File: src/rtl/uart_tx_arbiter.sv
// uart_tx_arbiter
// Round-robin scheduler sharing one UART TX serializer among NUM_REQ byte
// requesters. One byte is captured from the granted requester, handed to the
// TX with a one-cycle TX_DATA_VALID pulse, and the arbiter then follows
// TX_BUSY high->low before the next grant. If TX_BUSY never rises within
// BUSY_TIMEOUT cycles the byte is dropped and TIMEOUT_ERR pulses.
// Optional feature: define UART_ARB_LOCK_EN to let a requester holding
// REQ_LOCK keep the TX for consecutive bytes (burst lock).
module uart_tx_arbiter #(
    parameter int NUM_REQ      = 4,
    parameter int DATA_WIDTH   = 8,
    parameter int BUSY_TIMEOUT = 15
) (
    input  logic                          CLK,
    input  logic                          RST,
    input  logic [NUM_REQ-1:0]            REQ_VALID,
    input  logic [NUM_REQ*DATA_WIDTH-1:0] REQ_DATA,
    input  logic [NUM_REQ-1:0]            REQ_LOCK,
    output logic [NUM_REQ-1:0]            REQ_ACK,
    output logic [NUM_REQ-1:0]            GRANT,
    input  logic                          PAR_EN_CFG,
    output logic [DATA_WIDTH-1:0]         TX_P_DATA,
    output logic                          TX_DATA_VALID,
    output logic                          TX_PAR_EN,
    input  logic                          TX_BUSY,
    output logic                          ARB_BUSY,
    output logic                          TIMEOUT_ERR
);

    localparam int IDX_W = (NUM_REQ > 1) ? $clog2(NUM_REQ) : 1;

    typedef enum logic [1:0] {
        IDLE    = 2'd0,
        ISSUE   = 2'd1,
        WAIT_HI = 2'd2,
        WAIT_LO = 2'd3
    } state_t;

    state_t                 state, state_nxt;
    logic [IDX_W-1:0]       last_grant, last_grant_nxt;
    logic [IDX_W-1:0]       gnt_idx, gnt_idx_nxt;
    logic [NUM_REQ-1:0]     grant_q, grant_nxt;
    logic [NUM_REQ-1:0]     ack_q, ack_nxt;
    logic [DATA_WIDTH-1:0]  data_q, data_nxt;
    logic                   par_q, par_nxt;
    logic                   dv_q, dv_nxt;
    logic [7:0]             cnt, cnt_nxt;
    logic [IDX_W-1:0]       rr_idx, cand;
    logic                   rr_found;
    logic                   timeout;

`ifndef UART_ARB_LOCK_EN
    // Lock inputs have no function when burst lock is not built in.
    logic unused_lock;
    assign unused_lock = ^REQ_LOCK;
`endif

    // Round-robin pick: first valid requester after last_grant, wrapping.
    always_comb begin
        rr_found = 1'b0;
        rr_idx   = '0;
        cand     = '0;
        for (int k = 1; k <= NUM_REQ; k++) begin
            cand = IDX_W'((int'(last_grant) + k) % NUM_REQ);
            if (!rr_found && REQ_VALID[cand]) begin
                rr_found = 1'b1;
                rr_idx   = cand;
            end
        end
    end

    // TX never acknowledged the byte: only while waiting for busy to rise.
    assign timeout = (state == WAIT_HI) && !TX_BUSY && (cnt >= 8'(BUSY_TIMEOUT));

    // Next-state and next-output logic for the transfer FSM.
    always_comb begin
        state_nxt      = state;
        last_grant_nxt = last_grant;
        gnt_idx_nxt    = gnt_idx;
        grant_nxt      = grant_q;
        ack_nxt        = '0;
        data_nxt       = data_q;
        par_nxt        = par_q;
        dv_nxt         = 1'b0;
        cnt_nxt        = cnt;
        case (state)
            IDLE: begin
                if (rr_found && !TX_BUSY) begin
                    gnt_idx_nxt = rr_idx;
                    grant_nxt   = NUM_REQ'(1) << rr_idx;
                    ack_nxt     = NUM_REQ'(1) << rr_idx;
                    data_nxt    = REQ_DATA[rr_idx*DATA_WIDTH +: DATA_WIDTH];
                    par_nxt     = PAR_EN_CFG;
                    state_nxt   = ISSUE;
                end
            end
            ISSUE: begin
                dv_nxt    = 1'b1;
                cnt_nxt   = '0;
                state_nxt = WAIT_HI;
            end
            WAIT_HI: begin
                if (TX_BUSY) begin
                    state_nxt = WAIT_LO;
                end else if (timeout) begin
                    // Byte is dropped; advance the pointer so the others get a turn.
                    last_grant_nxt = gnt_idx;
                    grant_nxt      = '0;
                    state_nxt      = IDLE;
                end else if (cnt != 8'hFF) begin
                    cnt_nxt = cnt + 8'd1;
                end
            end
            WAIT_LO: begin
                if (!TX_BUSY) begin
                    last_grant_nxt = gnt_idx;
                    grant_nxt      = '0;
                    state_nxt      = IDLE;
`ifdef UART_ARB_LOCK_EN
                    // Locked owner with another byte pending keeps the TX.
                    if (REQ_LOCK[gnt_idx] && REQ_VALID[gnt_idx]) begin
                        grant_nxt = NUM_REQ'(1) << gnt_idx;
                        ack_nxt   = NUM_REQ'(1) << gnt_idx;
                        data_nxt  = REQ_DATA[gnt_idx*DATA_WIDTH +: DATA_WIDTH];
                        par_nxt   = PAR_EN_CFG;
                        state_nxt = ISSUE;
                    end
`endif
                end
            end
            default: begin
                state_nxt = IDLE;
                grant_nxt = '0;
                data_nxt  = '0;
                par_nxt   = 1'b0;
            end
        endcase
    end

    // State and output registers; reset drops any byte in flight.
    always_ff @(posedge CLK or negedge RST) begin
        if (!RST) begin
            state      <= IDLE;
            last_grant <= IDX_W'(NUM_REQ - 1);
            gnt_idx    <= '0;
            grant_q    <= '0;
            ack_q      <= '0;
            data_q     <= '0;
            par_q      <= 1'b0;
            dv_q       <= 1'b0;
            cnt        <= '0;
        end else begin
            state      <= state_nxt;
            last_grant <= last_grant_nxt;
            gnt_idx    <= gnt_idx_nxt;
            grant_q    <= grant_nxt;
            ack_q      <= ack_nxt;
            data_q     <= data_nxt;
            par_q      <= par_nxt;
            dv_q       <= dv_nxt;
            cnt        <= cnt_nxt;
        end
    end

    assign REQ_ACK       = ack_q;
    assign GRANT         = grant_q;
    assign TX_P_DATA     = data_q;
    assign TX_DATA_VALID = dv_q;
    assign TX_PAR_EN     = par_q;
    assign ARB_BUSY      = (state != IDLE);
    assign TIMEOUT_ERR   = timeout;

endmodule

File: config.mk
export PLATFORM = sky130hd
export DESIGN_NAME = uart_tx_arbiter
export DESIGN_NICKNAME = d
export VERILOG_FILES = /design/src/rtl/uart_tx_arbiter.sv
export SDC_FILE = /design/constraint.sdc
export NUM_CORES = 1
export LEC_CHECK = 0
export BUFFER_PORTS_ARGS = -buffer_cell sky130_fd_sc_hd__clkbuf_2
export CELL_PAD_IN_SITES_DETAIL_PLACEMENT = 1
export CELL_PAD_IN_SITES_GLOBAL_PLACEMENT = 1
export CORE_ASPECT_RATIO = 1.1
export CORE_MARGIN = 4
export CORE_UTILIZATION = 38
export DETAILED_ROUTE_END_ITERATION = 7
export GPL_TIMING_DRIVEN = 0
export PLACE_DENSITY = 0.88
export SLEW_MARGIN = 20
export SYNTH_ARGS = -nofsm -noshare
export SYNTH_HDL_FRONTEND = slang
export SYNTH_SLANG_ARGS = --single-unit
File: constraint.sdc
create_clock -name CLK -period 4.6 [get_ports CLK]
set_input_delay 1.15 -clock CLK [delete_from_list [all_inputs] [get_ports CLK]]
set_output_delay 1.15 -clock CLK [all_outputs]
set_load 0.05 [all_outputs]
# Word level (Yosys, flattened, before mapping)
# Index checks and enable logic that the tools add are counted.
totals:
  inputBits: 44
  elab_cells: 89
  out_inout_bits: 20
  reg_bits: 32
classes:
  reduce_logical: 20
  order_cmp: 5
  mux: 37
  n_addsub: 5
  n_eq_ne: 11
  n_shift: 2
op_table:
  columns: ["cell", "count"]
  rows:
  - ["$shiftx 32x6->8", 1]
  - ["$mux 4", 6]
  - ["$mux 8", 3]
  - ["$mux 2", 11]
  - ["$pmux 8 s2", 1]
  - ["$lt 2x3->1 const B", 4]
  - ["$pmux 4 s3", 1]
  - ["$ne 2x2->1 const B", 5]
  - ["$mux 1", 9]
  - ["$add 8x1->8 const B", 1]
  - ["$bmux 1 s2", 4]
  - ["$ge 8x4->1 const B", 1]
  - ["$ne 8x8->1 const B", 1]
  - ["$pmux 2 s4", 1]
  - ["$reduce_and 4->1", 2]
  - ["$logic_and 1x1->1", 6]
  - ["$reduce_bool 2->1", 3]
  - ["$reduce_and 5->1", 1]
  - ["$add 2x1->2 const B", 2]
  - ["$add 2x2->2 const B", 2]
  - ["$eq 2x2->1 const B", 2]
  - ["$logic_not 1->1", 4]
  - ["$pmux 2 s2", 1]
  - ["$shl 1x2->4 const A", 1]
  - ["other kinds (7)", 7]

# Logic depth before layout (Yosys ltp)
# Gate-level depths: netlist of the first run.
logic_depth:
  depth_word: 16
  mapped_depth: 7

# Worst setup path before layout of the first run
# OpenSTA, ideal clock, no wires.
synth_path:
  path_type: "input-to-output"
  from: "in TX_BUSY"
  to: "out TIMEOUT_ERR"
  t_arrival_ps: 2409
  path_slack_ps: 1041
  cell_stages: 2
  cell_sequence: "nand2b_1 -> nor3_1"
synth_between:
  elab_chain_cells: 3
synth_rtl:
  columns: ["element", "line", "source"]
  rows:
  - ["start, declared", "25", "input logic TX_BUSY,"]
  - ["$logic_not 1->1", null, null]
  - ["$logic_and 1x1->1 (2 in series)", "73", "assign timeout = (state == WAIT_HI) && !TX_BUSY && (cnt >= 8'(BUSY_TIMEOUT));"]
  - ["end, declared", "27", "output logic TIMEOUT_ERR"]
# No other way between the ends.

# Worst setup path after layout of the first run
# Same ends and word-level chain as after synthesis.

==> impl_metrics.ini, run 1 <==
[global_routing]
grt_pass1_vias = 1807
grt_max_degree = 33
antenna_found_initial = 0
grt_first_pass_wirelength_um = 8850
overflow = 0
grt_util_all_layers = 0.200

[pwr]
vdd_drop_max_mv = 0.295
sequentialPowerShare = 0.317
powerDensity_nw_per_um2 = 654
p_comb_frac = 0.516
clockPowerShare = 0.166
p_switching_mw = 0.711
p_total_mw = 1.45
switching_share = 0.491
p_leak_nw = 1.08
p_int_mw = 0.737

[run]
cap_violations = 0

[clock_network]
clock-sinks = 32
clockBufferDepth = 2
cts.clk_slew.worst_paths_ns = 0.06
cts_tree = done
clockRootBuffer = clkbuf_8
cts_resized = 0
h-tree-depth = 2
post_cts_buffers = 0
cts_made_buffers = 5
holdBufCountCts = 0
clock_latency_ns = 0.29

[yosys]
yosysSeqAreaShare = 0.456
synth_flop_cell = dfrtp_1
synth-compound-area-share = 0.249
synth_fa_ha_area_frac = 0.00711
synth_area_um2 = 1760
yosys_warnings = 0
syn_nets = 241
synthMuxAreaShare = 0.00640
synthXorXnorAreaFrac = 0.00498
synth_top_family_by_area = compound AO/OA/AOI/OAI gates
async_flop_share = 1.00
synth.distinct_cells = 40
synthSimpleGateAreaFrac = 0.224
synth_edf_count = 0
synthCells = 196
avgSynthCellArea_um2 = 8.98
ys_seq_elements = 32

[critical_path]
worst-setup-path-type = in -> out
critPathRequiredTime_ns = 3.45
end_kind = primary output
start_kind = input port
r2r_cells = 5
path_max_fanout = 6
crit_arrival_ns = 2.00

[sta]
fin_skew_ns = 0.0107
period_needed_ns = 3.15
drv_slew = 0
setup_viol = 0
finalCritPeriodShare = 0.685
setup_tns_ns = 0
worst_pin_slew_ns = 0.904
timing.fmax_ghz = 0.317
final_hold_viol_count = 0
slew_headroom = 0.397
rsz0062_at_grt = no
finalWorstSetupSlack_ns = 1.45

[layout]
areaGrowthSynthToFinish_pct = 25.8
layout_commonest_cell = clkbuf_2
nets = 306
final_cell_mix = 58 x clkbuf_2, 30 x dfrtp_1, 23 x nand2_1
final_cells = 315
antennaDiodeCount = 0
drive_above_1_share = 0.307

[floorplanning]
core_area_um2 = 4380
die_w_um = 72.9
die_height_um = 79.4
io-pin-count = 64
dieArea_um2 = 5790
start_util = 0.402
rows = 25

[route]
vias = 1750
drc = 0
wl_per_cell_um = 17.7
final_antenna_net_count = 0
drt_first_pass_iters = 4
viasPerCell = 5.56
finalWirelength_um = 5580
drt_iter0_markers = 149

[run_status]
status = finished, final reports clean

[placement]
io_buffer_count = 58
placed_cells = 308
dpl.hpwl_um = 4150
dp_slack_ns = 1.44
place.gp.congestion = 0.840

[worst_hold_path]
hold_depth = 2
hold_path.class = reg -> reg
==> synthesized netlist by cell type, types with 6 or more instances <==
library cell | n | share of area
a21oi_1 | 13 | 0.037
buf_2 | 7 | 0.020
dfrtp_1 | 30 | 0.43
inv_1 | 9 | 0.019
nand2_1 | 23 | 0.049
nand2b_1 | 6 | 0.021
nand4_1 | 6 | 0.021
nor2_1 | 16 | 0.034
nor3_1 | 8 | 0.023
o21ai_0 | 12 | 0.034
==> worst max-delay path, stage by stage <==
cell and delay (ns):
clkbuf_2 0.12, nand2b_1 0.24, nor3_1 0.18, clkbuf_2 0.31
==> sequential cells by signal (all words and copies together), names as in the netlist <==
| name | count |
|---|---|
| REQ_ACK | 4 |
| gnt_idx | 2 |
| state | 2 |
| TX_DATA_VALID | 1 |
| TX_PAR_EN | 1 |
| last_grant | 2 |
| GRANT | 4 |
| TX_P_DATA | 8 |
| cnt | 8 |
==> layer usage <==
layer  global-route usage  vias up  part of all wire
met2                0.336       56              0.51
met5                    0        -                 0
met1                0.252      852              0.42
met3               0.0416        6             0.053
li1                     -      836                 -
met4               0.0738        0             0.015
==> area by class of cell <==
cell class | count | area, um2
fillers | 554 | 2160
multi-input cells | 144 | 866
flip-flops and latches | 32 | 803
repair buffers | 58 | 290
clock buffers | 7 | 96.3
well taps | 54 | 67.6
plain buffers | 11 | 57.6
inverters | 9 | 33.8
==> metrics by stage <==
stage	util	hold WS, ns	cell area, um2
6_report	0.506	0.481	2210
4_1_cts	0.506	0.486	2210
2_1_floorplan	-	0.441	1760
5_1_grt	0.506	0.512	2210
3_5_place_dp	0.484	0.471	2120
3_3_place_gp	0.484	0.459	2120
==> kinds of logic after synthesis <==
| family | count (synthesis) |
|---|---|
| and+or+nand+nor | 77 |
| AOI/OAI and AO/OA | 64 |
| DFF | 32 |
| buffers and inverters | 20 |
| xor gates and xnor gates | 1 |
| muxes | 1 |
| adders and majority gates | 1 |
==> power groups by stage <==
stage                     Sequential, mW  Combinational [mW]  Clock [mW]
final                              0.459               0.748       0.241
after global routing               0.470               0.809       0.255
after CTS                          0.458               0.752       0.246
after detailed placement           0.461               0.749           0
after global placement             0.456               0.727           0
after floorplan                    0.664               0.339           0
==> path summary, 6_finish.rpt <==
kind,slack (ns),endpoint,startpoint
worst max register to register,2.36,TX_P_DATA[6]$_DFFE_PN0P_,last_grant[1]$_DFFE_PN1P_
max in group asynchronous,3.11,GRANT[2]$_DFFE_PN0P_,RST
worst min register to register,0.48,TX_PAR_EN$_DFFE_PN0P_,TX_PAR_EN$_DFFE_PN0P_
min in group asynchronous,0.95,TX_P_DATA[3]$_DFFE_PN0P_,RST
worst min-delay path,0.48,TX_PAR_EN$_DFFE_PN0P_,TX_PAR_EN$_DFFE_PN0P_
worst max-delay path,1.45,TIMEOUT_ERR,TX_BUSY
Note: power is estimated with default switching activity, not from simulation.
==> run 2: changes to the inputs <==
--- a/config.mk
+++ b/config.mk
@@ -5,15 +5,16 @@
 export SDC_FILE = /design/constraint.sdc
 export NUM_CORES = 1
 export LEC_CHECK = 0
+export ABC_AREA = 1
 export BUFFER_PORTS_ARGS = -buffer_cell sky130_fd_sc_hd__clkbuf_2
 export CELL_PAD_IN_SITES_DETAIL_PLACEMENT = 1
 export CELL_PAD_IN_SITES_GLOBAL_PLACEMENT = 1
 export CORE_ASPECT_RATIO = 1.1
 export CORE_MARGIN = 4
-export CORE_UTILIZATION = 38
+export CORE_UTILIZATION = 35
 export DETAILED_ROUTE_END_ITERATION = 7
 export GPL_TIMING_DRIVEN = 0
-export PLACE_DENSITY = 0.88
+export PLACE_DENSITY = 0.85
 export SLEW_MARGIN = 20
 export SYNTH_ARGS = -nofsm -noshare
 export SYNTH_HDL_FRONTEND = slang
==> constraint.sdc (replaced) <==
create_clock -name CLK -period 3.3 [get_ports CLK]
set_input_delay 0.825 -clock CLK [delete_from_list [all_inputs] [get_ports CLK]]
set_output_delay 0.825 -clock CLK [all_outputs]
set_load 0.05 [all_outputs]
==> run 2 against run 1 <==
Cell count up 34%; combinational power rose to 2.8 times the previous value; critical path depth up 1; wire length down 4.9%; via count up 14%; sequential share of layout area down 3.3 points; critical path type is now reg -> out; critical endpoint unchanged; largest power group unchanged; highest routed layer unchanged.
==> impl_metrics.ini, run 2 <==
[floorplanning]
start_util = 0.360
io-pin-count = 64
rows = 28
dieArea_um2 = 6810
die_w_um = 79.0
die_height_um = 86.1
core_area_um2 = 5400

[placement]
place.gp.congestion = 0.870
dpl.hpwl_um = 4110
io_buffer_count = 59
dp_slack_ns = 0.872

[yosys]
synthTopCellsByCount = 128 x nand2_1, 30 x dfrtp_1, 30 x nand3_1, 23 x inv_1
synthMuxAreaShare = 0
synth-compound-area-share = 0.0451
avgSynthCellArea_um2 = 6.96
syn_nets = 324
ys_top_cells_by_area = dfrtp_1 39%, nand2_1 25%, nand3_1 7.7%
synth.top_cell.area_share = 0.387
synth_top_family_by_area = simple AND/OR/NAND/NOR gates
synth_area_um2 = 1940
synth_area_leader_cell = dfrtp_1
synthXorXnorAreaFrac = 0.00902
synth_fa_ha_area_frac = 0.00644
yosysSeqAreaShare = 0.414
yosys_warnings = 0
synthCells = 279
ys_seq_elements = 32
synth_edf_count = 0
synthSimpleGateAreaFrac = 0.445
yosysMostFrequentCell = nand2_1
synth.distinct_cells = 27
synth_flop_cell = dfrtp_1
async_flop_share = 1.00

[layout]
nets = 390
layout_commonest_cell = nand2_1
antennaDiodeCount = 0
multiInputGateArea_um2 = 981
areaGrowthSynthToFinish_pct = 25.6
drive_above_1_share = 0.283
fillers = 724
final-seq-area_um2 = 803
final_cell_mix = 128 x nand2_1, 59 x clkbuf_2, 30 x dfrtp_1, 30 x nand3_1, 23 x inv_1

[pwr]
vdd_drop_max_mv = 0.606
powerDensity_nw_per_um2 = 1260
p_leak_nw = 1.43

[clock_network]
cts_made_buffers = 5
holdBufCountCts = 0
clockBufferDepth = 2
h-tree-depth = 2
cts.clk_slew.worst_paths_ns = 0.07
cts_tree = done
post_cts_buffers = 0
clock_latency_ns = 0.28
cts_resized = 0
clockRootBuffer = clkbuf_8
clock-sinks = 32

[sta]
worst_pin_slew_ns = 0.782
drv_slew = 0
finalCritPeriodShare = 0.780
period_needed_ns = 2.57
fin_skew_ns = 0.00396
final_hold_viol_count = 0
setup_viol = 0
rsz0062_at_grt = no
finalWorstSetupSlack_ns = 0.727
setup_tns_ns = 0
slew_headroom = 0.479
timing.fmax_ghz = 0.389

[route]
final_antenna_net_count = 0
finalWirelength_um = 5300
vias = 1990
viasPerCell = 4.73
wl_per_cell_um = 12.6
drt_iter0_markers = 65
drt_first_pass_iters = 4
drc = 0

[critical_path]
cpMostUsedCell = inv_1
worst_path_dominant_cell_family = buffers and inverters
end_kind = primary output
max_stage_delay_ns = 0.40
crit_arrival_ns = 1.75
crit_path_cell_trace = inv_1 -> nor2_1 -> inv_1 -> nor3_1 -> clkbuf_2
path_buf_inv = 3
start_kind = flop
critPathRequiredTime_ns = 2.47
path_max_fanout = 5
worst-setup-path-type = reg -> out
slowest_stage = dfrtp_1

[global_routing]
grt_pass1_vias = 1991
grt_first_pass_wirelength_um = 8900
antenna_found_initial = 0
grt_util_all_layers = 0.164
overflow = 0
grt_max_degree = 33

[run]
cap_violations = 0

[run_status]
status = finished, final reports clean

[worst_hold_path]
hold_path.class = reg -> reg
run 2: changes by cell type in the layout (fill, tap and decap cells not counted), moves of 5 or more:
cell / delta
inv_1: +14
o22a_1: -5
a21oi_1: -12
nand3_1: +27
nand2_2: +14
o31ai_1: -5
nand2b_1: -6
nand2_1: +105
a221o_1: -5
nor3_1: -6
o21ai_0: -5
run 2: cell families (layout without fill, tap and decap cells):
logic type	Yosys count	after routing
buffers and inverters	33	100
xor gates and xnor gates	2	2
AOI/OAI and AO/OA	15	15
adders and majority gates	1	1
DFF	32	32
and+or+nand+nor	196	196
run 2: per-stage QoR:
stage	cell area, um2	total power, mW	instances	hold slack (ns)	util
4_1_cts	2440	3.12	421	0.487	0.452
3_5_place_dp	2330	2.73	413	0.469	0.432
2_1_floorplan	1940	2.23	279	0.454	-
3_3_place_gp	2330	2.67	413	0.465	0.432
6_report	2440	3.07	421	0.479	0.452
5_1_grt	2440	3.37	421	0.518	0.452
run 2: area by class of cell:
class                           count  area share
Clock buffer                        6      0.0298
Clock inverter                      2      0.0144
Buffer                              7      0.0246
Timing Repair Buffer               59       0.121
Multi-Input combinational cell    214       0.402
Sequential cell                    32       0.329
Inverter                           26      0.0400
Tap cell                           75      0.0385
run 2: routing by layer:
metal,part of all wire,track usage
met2,0.51,0.289
met5,0,0
met4,0.011,0.0469
met1,0.44,0.204
met3,0.041,0.0305
run 2: worst min-delay path: cells and delay by family, from the launching register on:
kind	cells	cell delay (ns)
flip-flops	1	0.34
AND/OR/NAND/NOR	2	0.11
run 2: path summary, 6_finish.rpt:
check	start	endpoint	slack, ns	cells past startpoint
min	TX_PAR_EN$_DFFE_PN0P_	TX_PAR_EN$_DFFE_PN0P_	0.48	2
min in group asynchronous	RST	cnt[3]$_DFFE_PN0P_	0.61	1
max	state[1]$_DFFE_PN0P_	TIMEOUT_ERR	0.73	5
max reg2reg	last_grant[0]$_DFFE_PN1P_	TX_P_DATA[7]$_DFFE_PN0P_	1.21	16
max in group asynchronous	RST	REQ_ACK[3]$_DFF_PN0_	2.19	1
min reg2reg	TX_PAR_EN$_DFFE_PN0P_	TX_PAR_EN$_DFFE_PN0P_	0.48	2
run 2: power by group:
| group | internal, mW | switching [mW] | total (mW) |
|---|---|---|---|
| Sequential | 0.535 | 0.0852 | 0.620 |
| Clock | 0.224 | 0.141 | 0.365 |
| Combinational | 0.627 | 1.46 | 2.09 |
| Total | 1.39 | 1.68 | 3.07 |
